File: src/rtl/common_params.sv
// Shared fetch/execute types: micro-instruction format, opcode set, bundle width.
package common_params;

   localparam int MQ_N  = 4;
   localparam int MQ_KW = $clog2(MQ_N + 1);

   typedef enum logic [2:0] {
      MIOP_NOP   = 3'd0,
      MIOP_ADDI  = 3'd1,
      MIOP_STORE = 3'd2,
      MIOP_LOAD  = 3'd3,
      MIOP_PUSH  = 3'd4,
      MIOP_POP   = 3'd5,
      MIOP_JMP   = 3'd6,
      MIOP_ALU   = 3'd7
   } miop_t;

   typedef struct packed {
      miop_t       op;
      logic [15:0] pc;
      logic [3:0]  bmd;
   } miinst_t;

   function automatic miinst_t nop(input logic [15:0] pc);
      miinst_t m;
      m     = '0;
      m.op  = MIOP_NOP;
      m.pc  = pc;
      return m;
   endfunction

endpackage

File: src/rtl/fetch_miinst_queue_pkg.sv
// Local parameters for fetch_miinst_queue: queue depth legality rule.
package fetch_miinst_queue_pkg;

   // Depth must be a power of two and hold at least two full bundles.
   function automatic bit depth_legal(input int depth, input int mq_n);
      return (depth >= 2 * mq_n) && ((depth & (depth - 1)) == 0);
   endfunction

endpackage

File: src/rtl/miinst_compactor.sv
// Combinational NOP squeezer: per-slot live flag, rank among live slots, live count.
// Zero latency; no flow control of its own.
module miinst_compactor
   import common_params::*;
(
   input  miinst_t [MQ_N-1:0]            bundle_i,
   output logic    [MQ_N-1:0]            live_o,
   output logic    [MQ_N-1:0][MQ_KW-1:0] rank_o,
   output logic    [MQ_KW-1:0]           k_o
);

   logic [MQ_KW-1:0] acc;

   always_comb begin
      acc    = '0;
      live_o = '0;
      rank_o = '0;
      for (int j = 0; j < MQ_N; j++) begin
         live_o[j] = (bundle_i[j].op != MIOP_NOP);
         rank_o[j] = acc;
         acc       = acc + MQ_KW'(live_o[j]);
      end
      k_o = acc;
   end

endmodule

File: src/rtl/fetch_miinst_queue.sv
// Micro-instruction FIFO after the decoder; 1-cycle latency, in_ready/out_valid from registered count.
// Optional NOP squeezing with MIQ_NOP_SQUEEZE_EN; flush empties the queue and drops that cycle's bundle.
module fetch_miinst_queue
   import common_params::*;
   import fetch_miinst_queue_pkg::*;
#(
   parameter int DEPTH = 16
) (
   input  logic                       clk,
   input  logic                       rstn,
   input  logic                       flush,
   input  logic                       in_valid,
   output logic                       in_ready,
   input  miinst_t [MQ_N-1:0]         miinst_in,
   output logic                       out_valid,
   input  logic                       out_ready,
   output miinst_t                    miinst_out,
   output logic [$clog2(DEPTH+1)-1:0] count
);

   localparam int PW = $clog2(DEPTH);
   localparam int CW = $clog2(DEPTH + 1);

   if (!depth_legal(DEPTH, MQ_N)) begin : g_bad_depth
      $error("fetch_miinst_queue: DEPTH must be a power of two and >= 2*MQ_N");
   end

   logic [PW-1:0]             head_q, head_d;
   logic [PW-1:0]             tail_q, tail_d;
   logic [CW-1:0]             count_q, count_d;
   miinst_t                   mem_q [DEPTH];

   logic [MQ_N-1:0]            live;
   logic [MQ_N-1:0][MQ_KW-1:0] rank;
   logic [MQ_KW-1:0]           k;
   logic [MQ_N-1:0][PW-1:0]    wr_idx;
   logic                       enq, deq;
   logic [MQ_KW-1:0]           k_eff;

`ifdef MIQ_NOP_SQUEEZE_EN
   miinst_compactor u_compactor (
      .bundle_i (miinst_in),
      .live_o   (live),
      .rank_o   (rank),
      .k_o      (k)
   );
`else
   always_comb begin
      live = '1;
      rank = '0;
      k    = MQ_KW'(MQ_N);
      for (int j = 0; j < MQ_N; j++) begin
         rank[j] = MQ_KW'(j);
      end
   end
`endif

   assign in_ready  = (count_q <= CW'(DEPTH - MQ_N));
   assign out_valid = (count_q != '0);
   assign count     = count_q;
   // Gate with out_valid so reset and empty states present a clean NOP.
   assign miinst_out = out_valid ? mem_q[head_q] : nop('0);

   always_comb begin
      enq     = in_valid && in_ready && !flush;
      deq     = out_valid && out_ready && !flush;
      k_eff   = enq ? k : '0;
      head_d  = head_q + PW'(deq);
      tail_d  = tail_q + PW'(k_eff);
      count_d = count_q + CW'(k_eff) - CW'(deq);
      wr_idx  = '0;
      for (int j = 0; j < MQ_N; j++) begin
         wr_idx[j] = tail_q + PW'(rank[j]);
      end
      if (flush) begin
         head_d  = '0;
         tail_d  = '0;
         count_d = '0;
      end
   end

   always_ff @(posedge clk or negedge rstn) begin
      if (!rstn) begin
         head_q  <= '0;
         tail_q  <= '0;
         count_q <= '0;
      end else begin
         head_q  <= head_d;
         tail_q  <= tail_d;
         count_q <= count_d;
      end
   end

   // Storage needs no reset: entries are only observed while count says they are valid.
   always_ff @(posedge clk) begin
      if (enq) begin
         for (int j = 0; j < MQ_N; j++) begin
            if (live[j]) begin
               mem_q[wr_idx[j]] <= miinst_in[j];
            end
         end
      end
   end

endmodule
File: config.mk
export PLATFORM = sky130hd
export DESIGN_NAME = fetch_miinst_queue
export DESIGN_NICKNAME = d
export VERILOG_FILES = /design/src/rtl/common_params.sv /design/src/rtl/fetch_miinst_queue_pkg.sv /design/src/rtl/miinst_compactor.sv /design/src/rtl/fetch_miinst_queue.sv
export SDC_FILE = /design/constraint.sdc
export NUM_CORES = 1
export LEC_CHECK = 0
export ABC_AREA = 1
export BUFFER_PORTS_ARGS = -buffer_cell sky130_fd_sc_hd__buf_2
export CELL_PAD_IN_SITES_DETAIL_PLACEMENT = 1
export CELL_PAD_IN_SITES_GLOBAL_PLACEMENT = 1
export CORE_MARGIN = 10
export CORE_UTILIZATION = 47
export DETAILED_ROUTE_END_ITERATION = 16
export GPL_TIMING_DRIVEN = 0
export PLACE_DENSITY = 0.89
export SLEW_MARGIN = 5
export SYNTH_ARGS = -nofsm -noshare
export SYNTH_HDL_FRONTEND = slang
export SYNTH_SLANG_ARGS = --single-unit
File: constraint.sdc
create_clock -name clk -period 2.7 [get_ports clk]
set_input_delay 0.27 -clock clk [delete_from_list [all_inputs] [get_ports clk]]
set_output_delay 0.27 -clock clk [all_outputs]
set_load 0.02 [all_outputs]
## Yosys cells after proc, flatten, opt, wreduce, memory -nomap -nowiden

Memory sizes are Yosys's and may differ from the RTL's.
Index checks and enable logic that the tools add are counted.

- Bits in registers: 13
- RAM bits: 368
- Output and inout port bits: 30
- Logic and storage cells: 25
- Memories: 1

Memories:

| memory | words | bits a word | rd ports | clocked after Yosys merged registers in | write ports | RTL line | text |
|---|---|---|---|---|---|---|---|
| mem_q | 16 | 23 | 1 | 0 | 4 | fetch_miinst_queue.sv:31 | `miinst_t mem_q [DEPTH];` |

- Add/subtract/negate cells: 7
- $lt $le $gt $ge: 1
- Muxes and demuxes: 7
- Reduce and logical (&&, ||, !) cells: 6

Operators with widths:

| operator | count |
|---|---|
| $mux 23 | 1 |
| $add 4x2->4 const B | 2 |
| $mux 4 | 2 |
| $add 5x3->5 | 1 |
| $le 5x4->1 const B | 1 |
| $mux 5 | 1 |
| $reduce_bool 5->1 | 1 |
| $sub 5x1->5 | 1 |
| $add 4x1->4 | 1 |
| $add 4x1->4 const B | 1 |
| $add 4x3->4 | 1 |
| $logic_and 1x1->1 | 4 |
| $mux 3 | 1 |
| $mux 1 | 2 |
| $logic_not 1->1 | 1 |

## Longest topological paths before layout

- Depth in word-level cells: 7
- Mapped depth: 15
- Gate-level depth less buffers: 13

## Least setup slack after synthesis

OpenSTA, ideal clock, no wires.

- Path kind: register to register
- Start: register count_q[4], in the netlist count[4]
- End: register count_q[4], in the netlist count[4]
- Setup time: 0.117 ns
- Arrival: 2.573 ns
- Required time: 2.583 ns
- Setup slack: 0.010 ns
- Stages on the path, launching flop included: 16
- Path buffers: 2
- Period minus slack after synthesis: 2.690 ns
- Path through: dfrtp_1 inv_1 ha_1 a31oi_4 buf_6 buf_2 nand2_1 ha_1 inv_1 ha_1 nand2_1 nor2_1 a211oi_1 nand2_1 nand2_1 nor2_1

- Word-level cells in the longest chain between the ends: 7
- Elaborated cells between the ends (all ways): 10

RTL lines:

| item | RTL line | text |
|---|---|---|
| from (decl) | fetch_miinst_queue.sv:30 | `logic [CW-1:0] count_q, count_d;` |
| from (signal assigned) | fetch_miinst_queue.sv:90 | `count_q <= count_d;` |
| $le 5x4->1 | fetch_miinst_queue.sv:58 | `assign in_ready = (count_q <= CW'(DEPTH - MQ_N));` |
| named net in_ready | fetch_miinst_queue.sv:13 | `output logic in_ready,` |
| $logic_and 1x1->1 (2 in a row) | fetch_miinst_queue.sv:65 | `enq = in_valid && in_ready && !flush;` |
| $mux 3 | fetch_miinst_queue.sv:67 | `k_eff = enq ? k : '0;` |
| $add 5x3->5 | fetch_miinst_queue.sv:70 | `count_d = count_q + CW'(k_eff) - CW'(deq);` |
| $sub 5x1->5 | fetch_miinst_queue.sv:70 |  |
| $mux 5 | fetch_miinst_queue.sv:75 | `if (flush) begin` |
| named net count_d[4] | fetch_miinst_queue.sv:30 |  |

The timed path passes the listed nets, and every way through them passes these cells.

==> flow_metrics.env <==
export IMPL_path_clk_slew_ns=0.08
export IMPL_peakVddDrop_v=0.000454
export IMPL_cts_inserted_buffers=42
export IMPL_synth_cells=2070
export IMPL_clock_sinks=379
export IMPL_synth_edf_count=368
export IMPL_power_total_mw=19.6
export IMPL_drc=0
export IMPL_fin_crit_sh=1.04
export IMPL_synth_top_cell_by_area="edfxtp_1"
export IMPL_utilization=0.558
export IMPL_status="finished, violations left"
export IMPL_syn_area_um2=19200
export IMPL_track_usage=0.379
export IMPL_insertion_delay_ns=0.61
export IMPL_synth_area_per_cell_um2=9.28
export IMPL_post_place_ws_ns=-0.691
export IMPL_crit_type="reg2reg"
export IMPL_fmax_mhz=357
export IMPL_synth_xor_area_frac=0.000456
export IMPL_grt_overflow=0
export IMPL_antenna_found_initial=1
export IMPL_yosysSeqAreaShare=0.589
export IMPL_cts_tree="yes"
export IMPL_yosysMostFrequentCell="nand2_1"
export IMPL_grt_pass1_vias=20200
export IMPL_synth_cell_type_count=24
export IMPL_clockRootBuffer="clkbuf_16"
export IMPL_routed_wl_um=99000
export IMPL_placement_io_buffers=125
export IMPL_grt_use_met2=0.572
export IMPL_end_kind="register"
export IMPL_worstSetupStartpointType="register"
export IMPL_die_w_um=222
export IMPL_synthSimpleGateAreaFrac=0.332
export IMPL_synth_top_family_by_area="simple AND/OR/NAND/NOR gates"
export IMPL_layout_nets=2363
export IMPL_violations="negative setup slack"
export IMPL_hold_viol=0
export IMPL_crit_fanout=23
export IMPL_globalplace_congestion=1.05
export IMPL_synth_common_cells="834 x nand2_1, 368 x edfxtp_1, 278 x nand3_1, 277 x nand4_1, 75 x buf_2"
export IMPL_maxCapViolations=0
export IMPL_r2r_start="count[3]"
export IMPL_die_area_um2=49400
export IMPL_clock_skew_ns=0.0296
export IMPL_top_usage_layer="met2"
export IMPL_io_pins=127
export IMPL_ys_warn_count=0
export IMPL_worst_slack_ns=-0.101
export IMPL_met1_usage=0.440
export IMPL_placedInstanceArea_um2=20500
export IMPL_cp_startpoint="count[3]"
export IMPL_syn_num_nets=2177
export IMPL_drtIter0Drc=3591
export IMPL_fp_row_count=74
export IMPL_fin_crit_ns=2.80
export IMPL_clockBufferDepth=3
export IMPL_r2r_slack_ns=-0.10
export IMPL_drive_gt1_frac=0.168
export IMPL_postSynth_asyncResetShare=0.0290
export IMPL_crit_end="mem_q[3][8]"
export IMPL_grt_start_max_net_pins=24
export IMPL_ant_nets=0
export IMPL_synthMuxAreaShare=0
export IMPL_finalMaxSlewViolations=0
export IMPL_htreeDepth=2
export IMPL_p_leak_nw=9.19
export IMPL_setup_viol=242
export IMPL_firstDrtPassIters=8
export IMPL_synth_compound_area_frac=0.00905
export IMPL_dp_hpwl_um=63200
export IMPL_power_density_nw_per_um2=862
export IMPL_use_met3=0.149
export IMPL_cp_arrival_ns=3.04
export IMPL_die_h_um=222
export IMPL_wl_per_cell_um=35.1
export IMPL_final_area_um2=22700
export IMPL_worst_ep_required_time_ns=2.94
export IMPL_synth_ff_type="edfxtp_1"
export IMPL_grt_pass1_wl_um=136000
export IMPL_hp_class="in2reg"
export IMPL_hold_start="miinst_in[29]"
export IMPL_worstReg2RegEnd="mem_q[3][8]"
export IMPL_tns_ns=-9.59
export IMPL_synth_top_area_frac=0.575
export IMPL_area_growth_pct=18.1
export IMPL_routed_via_density=7.16
export IMPL_synth_adder_area_share=0.00690
export IMPL_fp_coreArea_um2=40600
export IMPL_synthTopCellsByArea="edfxtp_1 58%, nand2_1 16%, nand4_1 9.0%"
export IMPL_reg2reg_depth=6
export IMPL_ys_ff_latch=379
export IMPL_vias=20200
export IMPL_start_util=0.473
export IMPL_worst_pin_slew_ns=1.21
export IMPL_n_fill_cell=4595
export IMPL_slew_headroom=0.194
## power by group
group	leakage [nW]	switching, mW	internal (mW)
clock	0.629	2.52	3.20
sequential	3.48	0.106	6.83
combinational	5.08	4.97	1.93
## worst min-delay path by stage
| stage | to | depth (start not counted) |
|---|---|---|
| after global placement | count[2] | 1 |
| after global routing | count[4] | 4 |
| after detailed placement | count[2] | 1 |
| after floorplan | count[0] | 0 |
| after CTS | count[4] | 4 |
| final | mem_q[9][6] | 3 |
## critical path, cell delays in order, from the launching register on
cell	delay, ns
dfrtp_1	0.43
ha_4	0.19
a31oi_4	0.34
buf_4	0.21
nand3_2	0.40
buf_2	0.46
inv_6	0.38
## metrics by stage
step	hold slack (ns)	instances
2_1_floorplan	-0.0256	2070
6_report	0.0487	2821
3_5_place_dp	0.156	2728
4_1_cts	0.0344	2812
5_1_grt	0.0926	2818
3_3_place_gp	0.153	2727
## cells by family (layout without fill, tap and decap cells)
logic type,after synthesis,in the layout
simple gates,1408,1408
flops,379,379
buf+inv,241,457
compound gates,31,31
fa+ha+maj,10,10
xor+xnor,1,1
other cells,0,3
## final cells by class
class | instances | area [µm²] | area share
clock buffers | 54 | 1160 | 0.0511
inverters | 42 | 214 | 0.00943
flip-flops and latches | 379 | 11300 | 0.499
plain buffers | 197 | 1520 | 0.0668
repair buffers | 144 | 888 | 0.0391
well taps | 532 | 666 | 0.0293
diodes | 3 | 7.51 | 0.000331
multi-input cells | 1450 | 6780 | 0.299
clock inverters | 20 | 131 | 0.00579
## registers in the layout (all words and copies together) (netlist names)
register,count
mem_q,368
head_q,4
count,5
tail_q,2
## layout by cell type (no fill, tap or decap), drive strengths merged, types with 3 or more instances in the layout
cell	instances
nand2	834
a21oi	26
buf	273
nand4	277
nand3	282
o21ai	3
diode	3
inv	37
nor2	15
ha	9
clkinv	18
clkbuf	120
edfxtp	368
clkinvlp	5
dfrtp	11
## timing repair
action                                  4_1_cts  5_1_grt
setup buffers                                 9        5
hold buffers                                  2        0
pin swaps                                     2        4
gates cloned                                  0        2
gates resized for setup                     183       77
endpoints found under the hold margin        18        0
endpoints found under the setup margin      367      218
## metal layers
metal	routed length (µm)	share of wire	up-vias
met5	42	0.00042	-
met4	8250	0.083	2
met3	16500	0.17	660
met2	42200	0.43	2225
met1	32100	0.32	9641
li1	-	-	7682
No activity file was read; power rests on OpenSTA's default activity.
